**config.mk**
```make
export PLATFORM = sky130hd
export DESIGN_NAME = mem_arbiter
export DESIGN_NICKNAME = d
export VERILOG_FILES = /design/src/rtl/mem_arbiter.sv
export SDC_FILE = /design/constraint.sdc
export NUM_CORES = 1
export LEC_CHECK = 0
export ABC_AREA = 1
export CAP_MARGIN = 15
export CORE_MARGIN = 2
export CORE_UTILIZATION = 36
export DETAILED_ROUTE_END_ITERATION = 8
export PLACE_DENSITY = 0.81
export SLEW_MARGIN = 40
export SYNTH_ARGS = -nofsm -noshare
export SYNTH_HDL_FRONTEND = slang
export SYNTH_SLANG_ARGS = --single-unit
```
**constraint.sdc**
```tcl
create_clock -name clk_i -period 3.3 [get_ports clk_i]
set_input_delay 0.495 -clock clk_i [delete_from_list [all_inputs] [get_ports clk_i]]
set_output_delay 0.495 -clock clk_i [all_outputs]
set_load 0.1 [all_outputs]
```
**src/rtl/mem_arbiter.sv**
```systemverilog
// mem_arbiter: shares a single-port data memory (sync write, combinational
// read) between the core datapath (port 0) and the program/debug loader
// (port 1). One access per cycle, bounded-hold fairness, registered read
// return to the winning port.
module mem_arbiter #(
  parameter int WIDTH    = 8,
  parameter int A_WIDTH  = 10,
  parameter int MAX_HOLD = 4
) (
  input  logic               clk_i,
  input  logic               rst_n,
  input  logic               r0_req_i,
  input  logic               r0_we_i,
  input  logic [A_WIDTH-1:0] r0_addr_i,
  input  logic [WIDTH-1:0]   r0_wdata_i,
  output logic               r0_gnt_o,
  output logic               r0_rvalid_o,
  output logic [WIDTH-1:0]   r0_rdata_o,
  input  logic               r1_req_i,
  input  logic               r1_we_i,
  input  logic [A_WIDTH-1:0] r1_addr_i,
  input  logic [WIDTH-1:0]   r1_wdata_i,
  output logic               r1_gnt_o,
  output logic               r1_rvalid_o,
  output logic [WIDTH-1:0]   r1_rdata_o,
  output logic [A_WIDTH-1:0] mem_addr_o,
  output logic               mem_ce_o,
  output logic [WIDTH-1:0]   mem_wdata_o,
  input  logic [WIDTH-1:0]   mem_rdata_i
);

  localparam int HW = (MAX_HOLD < 1) ? 1 : $clog2(MAX_HOLD + 1);
  localparam logic [HW-1:0] MAX_HOLD_C = HW'(MAX_HOLD);
  localparam logic [HW-1:0] ONE_C      = HW'(1);

  logic          owner_q, owner_d;
  logic [HW-1:0] hold_cnt_q, hold_cnt_d;
  logic          r0_rvalid_q, r1_rvalid_q;
  logic [WIDTH-1:0] r0_rdata_q, r1_rdata_q;

  logic gnt0_s, gnt1_s, any_gnt_s, win_s, win_we_s;

  // Grant decision: single requester wins outright; on contention the owner
  // keeps the memory until it has used up MAX_HOLD consecutive grants.
  // Grants are forced low while reset is asserted.
  always_comb begin
    gnt0_s = 1'b0;
    gnt1_s = 1'b0;
    if (!rst_n) begin
      gnt0_s = 1'b0;
      gnt1_s = 1'b0;
    end else if (r0_req_i && r1_req_i) begin
      if (hold_cnt_q < MAX_HOLD_C) begin
        gnt0_s = ~owner_q;
        gnt1_s = owner_q;
      end else begin
        gnt0_s = owner_q;
        gnt1_s = ~owner_q;
      end
    end else begin
      gnt0_s = r0_req_i;
      gnt1_s = r1_req_i;
    end
  end

  assign any_gnt_s = gnt0_s | gnt1_s;
  assign win_s     = gnt1_s;
  assign win_we_s  = gnt1_s ? r1_we_i : r0_we_i;

  // Memory drive: fields of the granted port, all zero when idle.
  always_comb begin
    mem_addr_o  = {A_WIDTH{1'b0}};
    mem_wdata_o = {WIDTH{1'b0}};
    mem_ce_o    = 1'b0;
    if (gnt1_s) begin
      mem_addr_o  = r1_addr_i;
      mem_wdata_o = r1_wdata_i;
      mem_ce_o    = r1_we_i;
    end else if (gnt0_s) begin
      mem_addr_o  = r0_addr_i;
      mem_wdata_o = r0_wdata_i;
      mem_ce_o    = r0_we_i;
    end else begin
      mem_addr_o  = {A_WIDTH{1'b0}};
      mem_wdata_o = {WIDTH{1'b0}};
      mem_ce_o    = 1'b0;
    end
  end

  // Next owner / hold count: saturate on repeat grants, restart at 1 on a
  // hand-over, clear on an idle cycle so a fresh contention starts fair.
  always_comb begin
    owner_d    = owner_q;
    hold_cnt_d = hold_cnt_q;
    if (!any_gnt_s) begin
      hold_cnt_d = {HW{1'b0}};
    end else if (win_s == owner_q) begin
      if (hold_cnt_q < MAX_HOLD_C) begin
        hold_cnt_d = hold_cnt_q + ONE_C;
      end else begin
        hold_cnt_d = MAX_HOLD_C;
      end
    end else begin
      owner_d    = win_s;
      hold_cnt_d = ONE_C;
    end
  end

  // Arbitration state and read-return registers.
  always_ff @(posedge clk_i or negedge rst_n) begin
    if (!rst_n) begin
      owner_q     <= 1'b0;
      hold_cnt_q  <= {HW{1'b0}};
      r0_rvalid_q <= 1'b0;
      r1_rvalid_q <= 1'b0;
      r0_rdata_q  <= {WIDTH{1'b0}};
      r1_rdata_q  <= {WIDTH{1'b0}};
    end else begin
      owner_q     <= owner_d;
      hold_cnt_q  <= hold_cnt_d;
      r0_rvalid_q <= gnt0_s & ~win_we_s;
      r1_rvalid_q <= gnt1_s & ~win_we_s;
      if (gnt0_s && !win_we_s) begin
        r0_rdata_q <= mem_rdata_i;
      end
      if (gnt1_s && !win_we_s) begin
        r1_rdata_q <= mem_rdata_i;
      end
    end
  end

  assign r0_gnt_o    = gnt0_s;
  assign r1_gnt_o    = gnt1_s;
  assign r0_rvalid_o = r0_rvalid_q;
  assign r1_rvalid_o = r1_rvalid_q;
  assign r0_rdata_o  = r0_rdata_q;
  assign r1_rdata_o  = r1_rdata_q;

endmodule

```
==> flow_summary.yaml, run 1 <==
run_status:
  status: "finished, final reports clean"
route:
  vias_per_cell: 4.544
  wl_per_cell_um: 11.82
  dr.first_iter.drc_count: 42
  drc: 0
  first_pass_iters: 6
  antenna_left: 0
  num_vias: 1345
  wirelength_um: 3498
timing:
  rsz0062_at_grt: "no"
  slew_viol_final: 0
  setup_viol: 0
  finalCritPeriodShare_pct: 75.53
  relSlewSlack_pct: 67.08
  finalHoldViolations: 0
  worst_pin_slew_ns: 0.4972
  fmax_mhz: 401.2
  min_period_ns: 2.492
  finalClockSkew_ns: 0.001446
  finalSetupTns_ns: 0
  whs_ns: 0.4778
die:
  die_w_um: 61.01
  fp.dieH_um: 61.01
  dieArea_um2: 3722
  start_util_pct: 38.01
  ios: 89
  fp-row-count: 20
  design.core.area_um2: 3078
yosys:
  ys_seq_area_share_pct: 47.06
  syn_area_per_cell_um2: 7.133
  synth_cells: 164
  yosys_warnings: 0
  synth-seq-cells: 22
  synth_area_leaders: "dfrtp_1, nand2_1, nand3_1"
  netlist.area_leader.share_pct: 47.06
  syn_area_um2: 1170
  synth.distinct_cells: 17
  syn_nets: 215
  synth_area_leader_cell: "dfrtp_1"
worst_setup_path:
  cp-end-kind: "output pin"
  ff2ff_path_depth: 9
  crit_path_start_kind: "input pin"
  path_class: "in -> out"
  arrival_ns: 2.00
  required_ns: 2.80
  cp_max_fo: 20
clock_network:
  numCtsBuffers: 3
  cts-htree-levels: 1
  root_buffer: "clkbuf_4"
  clock_sinks: 22
  clk_pin_slew_ns: 0.11
  ctsHoldBuffers: 0
  cts_setup_buffers: 0
  cts_tree: "yes"
  clkLatencyLatePin_ns: 0.30
  cts_buffer_depth: 2
  cts_resized: 0
job:
  drv_cap: 0
placement:
  gp_congestion: 0.8161
  place_area_um2: 2192
  io_buffers: 88
  hpwl_um: 2886
global_routing:
  grt_pass1_vias: 1240
  grt-ovfl-total: 0
  grt_pass1_wl_um: 5375
  grt_start_max_net_pins: 29
  antenna_found_initial: 0
  grt_use_total_pct: 18.90
layout:
  n_antenna_cell: 0
  fin_nets: 305
  n_fill_cell: 262
  multi_input_area_um2: 538.0
  areaGrowthSynthToFinish_pct: 89.30
  drive_above_1_share_pct: 21.83
  final_common_cell: "nand2_1"
  fin_area_um2: 2215
  final_cell_mix: "nand2_1, clkdlybuf4s50_1, dfrtp_1, buf_12, buf_2"
  finish.utilization_pct: 71.95
  ff_latch_area_um2: 550.5
power:
  swShare_pct: 55.90
  pwr-share-seq_pct: 27.7
  vdd_ir_drop_max_mv: 0.4885
  intPower_uw: 549.8
  p_sw_uw: 696.8
  power.density_nw_per_um2: 562.9
  clock_power_share_pct: 9.6
  p_comb_share_pct: 62.6
  p_leak_nw: 1.172
  power_mw: 1.247
hold_path:
  worstHoldPathCells: 2
  min_path_type: "reg -> reg"
## state kept, by name, summed over array words and instances, names as in the netlist
| name | count |
|---|---|
| r0_rdata_o | 8 |
| r1_rdata_o | 8 |
| hold_cnt_q | 3 |
| owner_q | 1 |
| r0_rvalid_o | 1 |
| r1_rvalid_o | 1 |
## area by class of cell
type | count | area share (%)
Timing Repair Buffer | 89 | 45.54
Multi-Input combinational cell | 128 | 24.29
Sequential cell | 22 | 24.86
Tap cell | 44 | 2.486
Clock buffer | 3 | 1.017
Inverter | 10 | 1.808
## power by group through the flow
stage | combinational (mW) | sequential [mW] | clock, mW
2_1_floorplan | 0.233 | 0.678 | 0
3_3_place_gp | 0.823 | 0.349 | 0
3_5_place_dp | 0.786 | 0.349 | 0
4_1_cts | 0.785 | 0.346 | 0.120
5_1_grt | 0.812 | 0.351 | 0.130
6_report | 0.781 | 0.346 | 0.120
## path summary, 6_finish.rpt
path	from	to	slack (ns)
max	rst_n	mem_wdata_o[7]	0.81
min	r0_rdata_o[7]	r0_rdata_o[7]	0.48
max reg2reg	owner_q	r1_rdata_o[6]	1.64
min reg2reg	r0_rdata_o[7]	r0_rdata_o[7]	0.48
max in group asynchronous	rst_n	hold_cnt_q[0]	2.46
min in group asynchronous	rst_n	r1_rdata_o[1]	0.63
## synthesized netlist by cell type, drive strengths merged
library cell	instances
o22ai	1
dfrtp	22
buf	4
ha	1
nand2	109
inv	10
nand3	12
or2	1
o21ai	1
nor2	3
## critical path, stage by stage
cell and delay [ns]:
clkdlybuf4s50_1 0.53, nand2_1 0.09, inv_1 0.11, nand2_4 0.08
inv_2 0.29, nand2_1 0.10, nand2_1 0.13, buf_12 0.18
## per-stage QoR
step / setup slack, ns / instances
after detailed placement: 0.7918 / 293
after CTS: 0.7914 / 296
final: 0.8076 / 296
after floorplan: 0.4873 / 164
after global routing: 0.6518 / 296
after global placement: 0.8602 / 293
## routing by layer
metal | GRT usage [%] | share of wire [%]
met4 | 2.795 | 0.46
met3 | 5.117 | 11
met5 | 0 | 0
met2 | 35.18 | 50
met1 | 22.10 | 39
## kinds of logic (layout without fill, tap and decap cells)
family	count (synthesis)	count (layout)	share of synthesized area, %
AND/OR/NAND/NOR	125	125	43.96
buffers and inverters	14	102	6.952
flip-flops	22	22	47.06
adder cells (fa/ha/maj)	1	1	1.069
AO/OA/AOI/OAI	2	2	0.9625
Note: power is estimated with default switching activity, not from simulation.
==> run 2, diff against run 1 <==
--- a/config.mk
+++ b/config.mk
@@ -8,9 +8,9 @@
 export ABC_AREA = 1
 export CAP_MARGIN = 15
 export CORE_MARGIN = 2
-export CORE_UTILIZATION = 36
+export CORE_UTILIZATION = 33
 export DETAILED_ROUTE_END_ITERATION = 8
-export PLACE_DENSITY = 0.81
+export PLACE_DENSITY = 0.75
 export SLEW_MARGIN = 40
 export SYNTH_ARGS = -nofsm -noshare
 export SYNTH_HDL_FRONTEND = slang
==> constraint.sdc (replaced) <==
create_clock -name clk_i -period 2.5 [get_ports clk_i]
set_input_delay 0.375 -clock clk_i [delete_from_list [all_inputs] [get_ports clk_i]]
set_output_delay 0.375 -clock clk_i [all_outputs]
set_load 0.1 [all_outputs]
==> run 2 against run 1 <==
  * Clock power is 120% higher
  * Via count is 1.0% lower
  * Combinational power grew 37%
  * Cell count grew 1.7%
  * Wire length grew 6.6%
  * Critical path type unchanged
  * Largest cell class unchanged
  * Highest routed layer unchanged
==> flow_summary.yaml, run 2 (synthesis gave the netlist of run 1 again) <==
worst_setup_path:
  required_ns: 2.12
  cp_max_fo: 20
  cpMostUsedCell: "nand2_1"
  cpPeakStageDelay_ns: 0.53
  path_class: "in -> out"
  cp-end-kind: "output pin"
  crit_path_start_kind: "input pin"
  arrival_ns: 1.90
  critPathSlowestCell: "clkdlybuf4s50_1"
  path_cells: "clkdlybuf4s50_1 > nand2_1 > inv_1 > nand2_4 > inv_2 > nand2_1 > nand2_1 > buf_12"
clock_network:
  cts_resized: 0
  ctsHoldBuffers: 0
  root_buffer: "clkbuf_4"
  clkLatencyLatePin_ns: 0.31
  cts_setup_buffers: 0
  cts_buffer_depth: 2
  clk_pin_slew_ns: 0.12
  cts_tree: "yes"
  numCtsBuffers: 3
  cts-htree-levels: 1
  clock_sinks: 22
layout:
  n_antenna_cell: 0
  n_fill_cell: 294
  drive_above_1_share_pct: 23.14
  fin_nets: 307
  multi_input_area_um2: 544.3
  final_cell_mix: "nand2_1, clkdlybuf4s50_1, dfrtp_1, buf_12, buf_4"
  areaGrowthSynthToFinish_pct: 97.75
  final_common_cell: "nand2_1"
  ff_latch_area_um2: 550.5
global_routing:
  grt_start_max_net_pins: 29
  grt_pass1_vias: 1229
  antenna_found_initial: 0
  grt_pass1_wl_um: 5858
  grt_use_total_pct: 18.50
  grt-ovfl-total: 0
die:
  fp.dieH_um: 63.54
  ios: 89
  start_util_pct: 34.78
  dieArea_um2: 4037
  die_w_um: 63.54
  fp-row-count: 21
  design.core.area_um2: 3363
power:
  swShare_pct: 51.55
  power.density_nw_per_um2: 776.2
  pwr-share-seq_pct: 25.4
  p_sw_uw: 925.7
  p_comb_share_pct: 59.8
  intPower_uw: 870.0
  p_leak_nw: 1.206
  vdd_ir_drop_max_mv: 0.6571
  clock_power_share_pct: 14.8
timing:
  slew_viol_final: 0
  whs_ns: 0.4216
  relSlewSlack_pct: 75.06
  finalClockSkew_ns: 0.001209
  rsz0062_at_grt: "no"
  fmax_mhz: 439.4
  finalHoldViolations: 0
  min_period_ns: 2.276
  worst_pin_slew_ns: 0.3736
  setup_viol: 0
  finalCritPeriodShare_pct: 91.04
  finalSetupTns_ns: 0
route:
  dr.first_iter.drc_count: 59
  wirelength_um: 3728
  first_pass_iters: 4
  vias_per_cell: 4.422
  wl_per_cell_um: 12.39
  drc: 0
  num_vias: 1331
  antenna_left: 0
run_status:
  status: "finished, final reports clean"
hold_path:
  min_path_type: "in -> async"
placement:
  gp_congestion: 0.8417
  hpwl_um: 3074
  io_buffers: 88
job:
  drv_cap: 0
==> run 2: cell count changes in the layout (fill, tap and decap cells not counted), sizes merged <==
cell / change
buf: +2
bufinv: +1
==> run 2: metal layers <==
metal	vias up	GRT usage (%)	wire (µm)
met5	-	0	0
met3	7	3.393	274
met1	576	21.28	1424
li1	681	-	-
met4	0	5.707	59
met2	67	34.34	1968
==> run 2: power groups by stage <==
stage / clock (mW) / combinational [mW] / sequential (mW)
2_1_floorplan: 0 / 0.309 / 0.894
3_3_place_gp: 0 / 1.07 / 0.461
3_5_place_dp: 0 / 1.08 / 0.461
4_1_cts: 0.271 / 1.08 / 0.456
5_1_grt: 0.288 / 1.11 / 0.464
6_report: 0.267 / 1.07 / 0.456
==> run 2: worst paths after layout <==
check	slack, ns	depth (start not counted)	endpoint	start
setup / recovery	0.22	8	mem_addr_o[5]	rst_n
hold / removal	0.42	2	owner_q	rst_n
setup reg to reg	0.81	9	r1_rdata_o[7]	owner_q
hold reg to reg	0.49	2	r0_rdata_o[1]	r0_rdata_o[1]
max in group asynchronous	1.85	2	r0_rdata_o[2]	rst_n
min in group clk_i	0.49	2	r0_rdata_o[1]	r0_rdata_o[1]
==> run 2: layout make-up <==
cell class,count,area share [%]
clock buffer,3,0.9735
clock inverter,1,1.298
inverter,10,1.731
multi-input combinational,128,23.53
sequential,22,23.80
tap,46,2.488
timing repair buffer,91,46.19
==> run 2: per-stage QoR <==
stage                     total power, mW  std cells  cell area, µm²  setup WS [ns]  utilization, %
after floorplan                     1.204        164            1176         0.3013               -
after global placement              1.531        297            2261         0.2056           67.22
after detailed placement            1.541        297            2261         0.1997           67.22
after CTS                           1.807        301            2313         0.1969           68.79
after global routing                1.863        301            2313         0.1158           68.79
final                               1.796        301            2313         0.2241           68.79
==> run 2: critical path: cells and delay by family <==
family                 cells  cell delay, ns
AND/OR/NAND/NOR            4            0.40
buffers and inverters      4            1.11
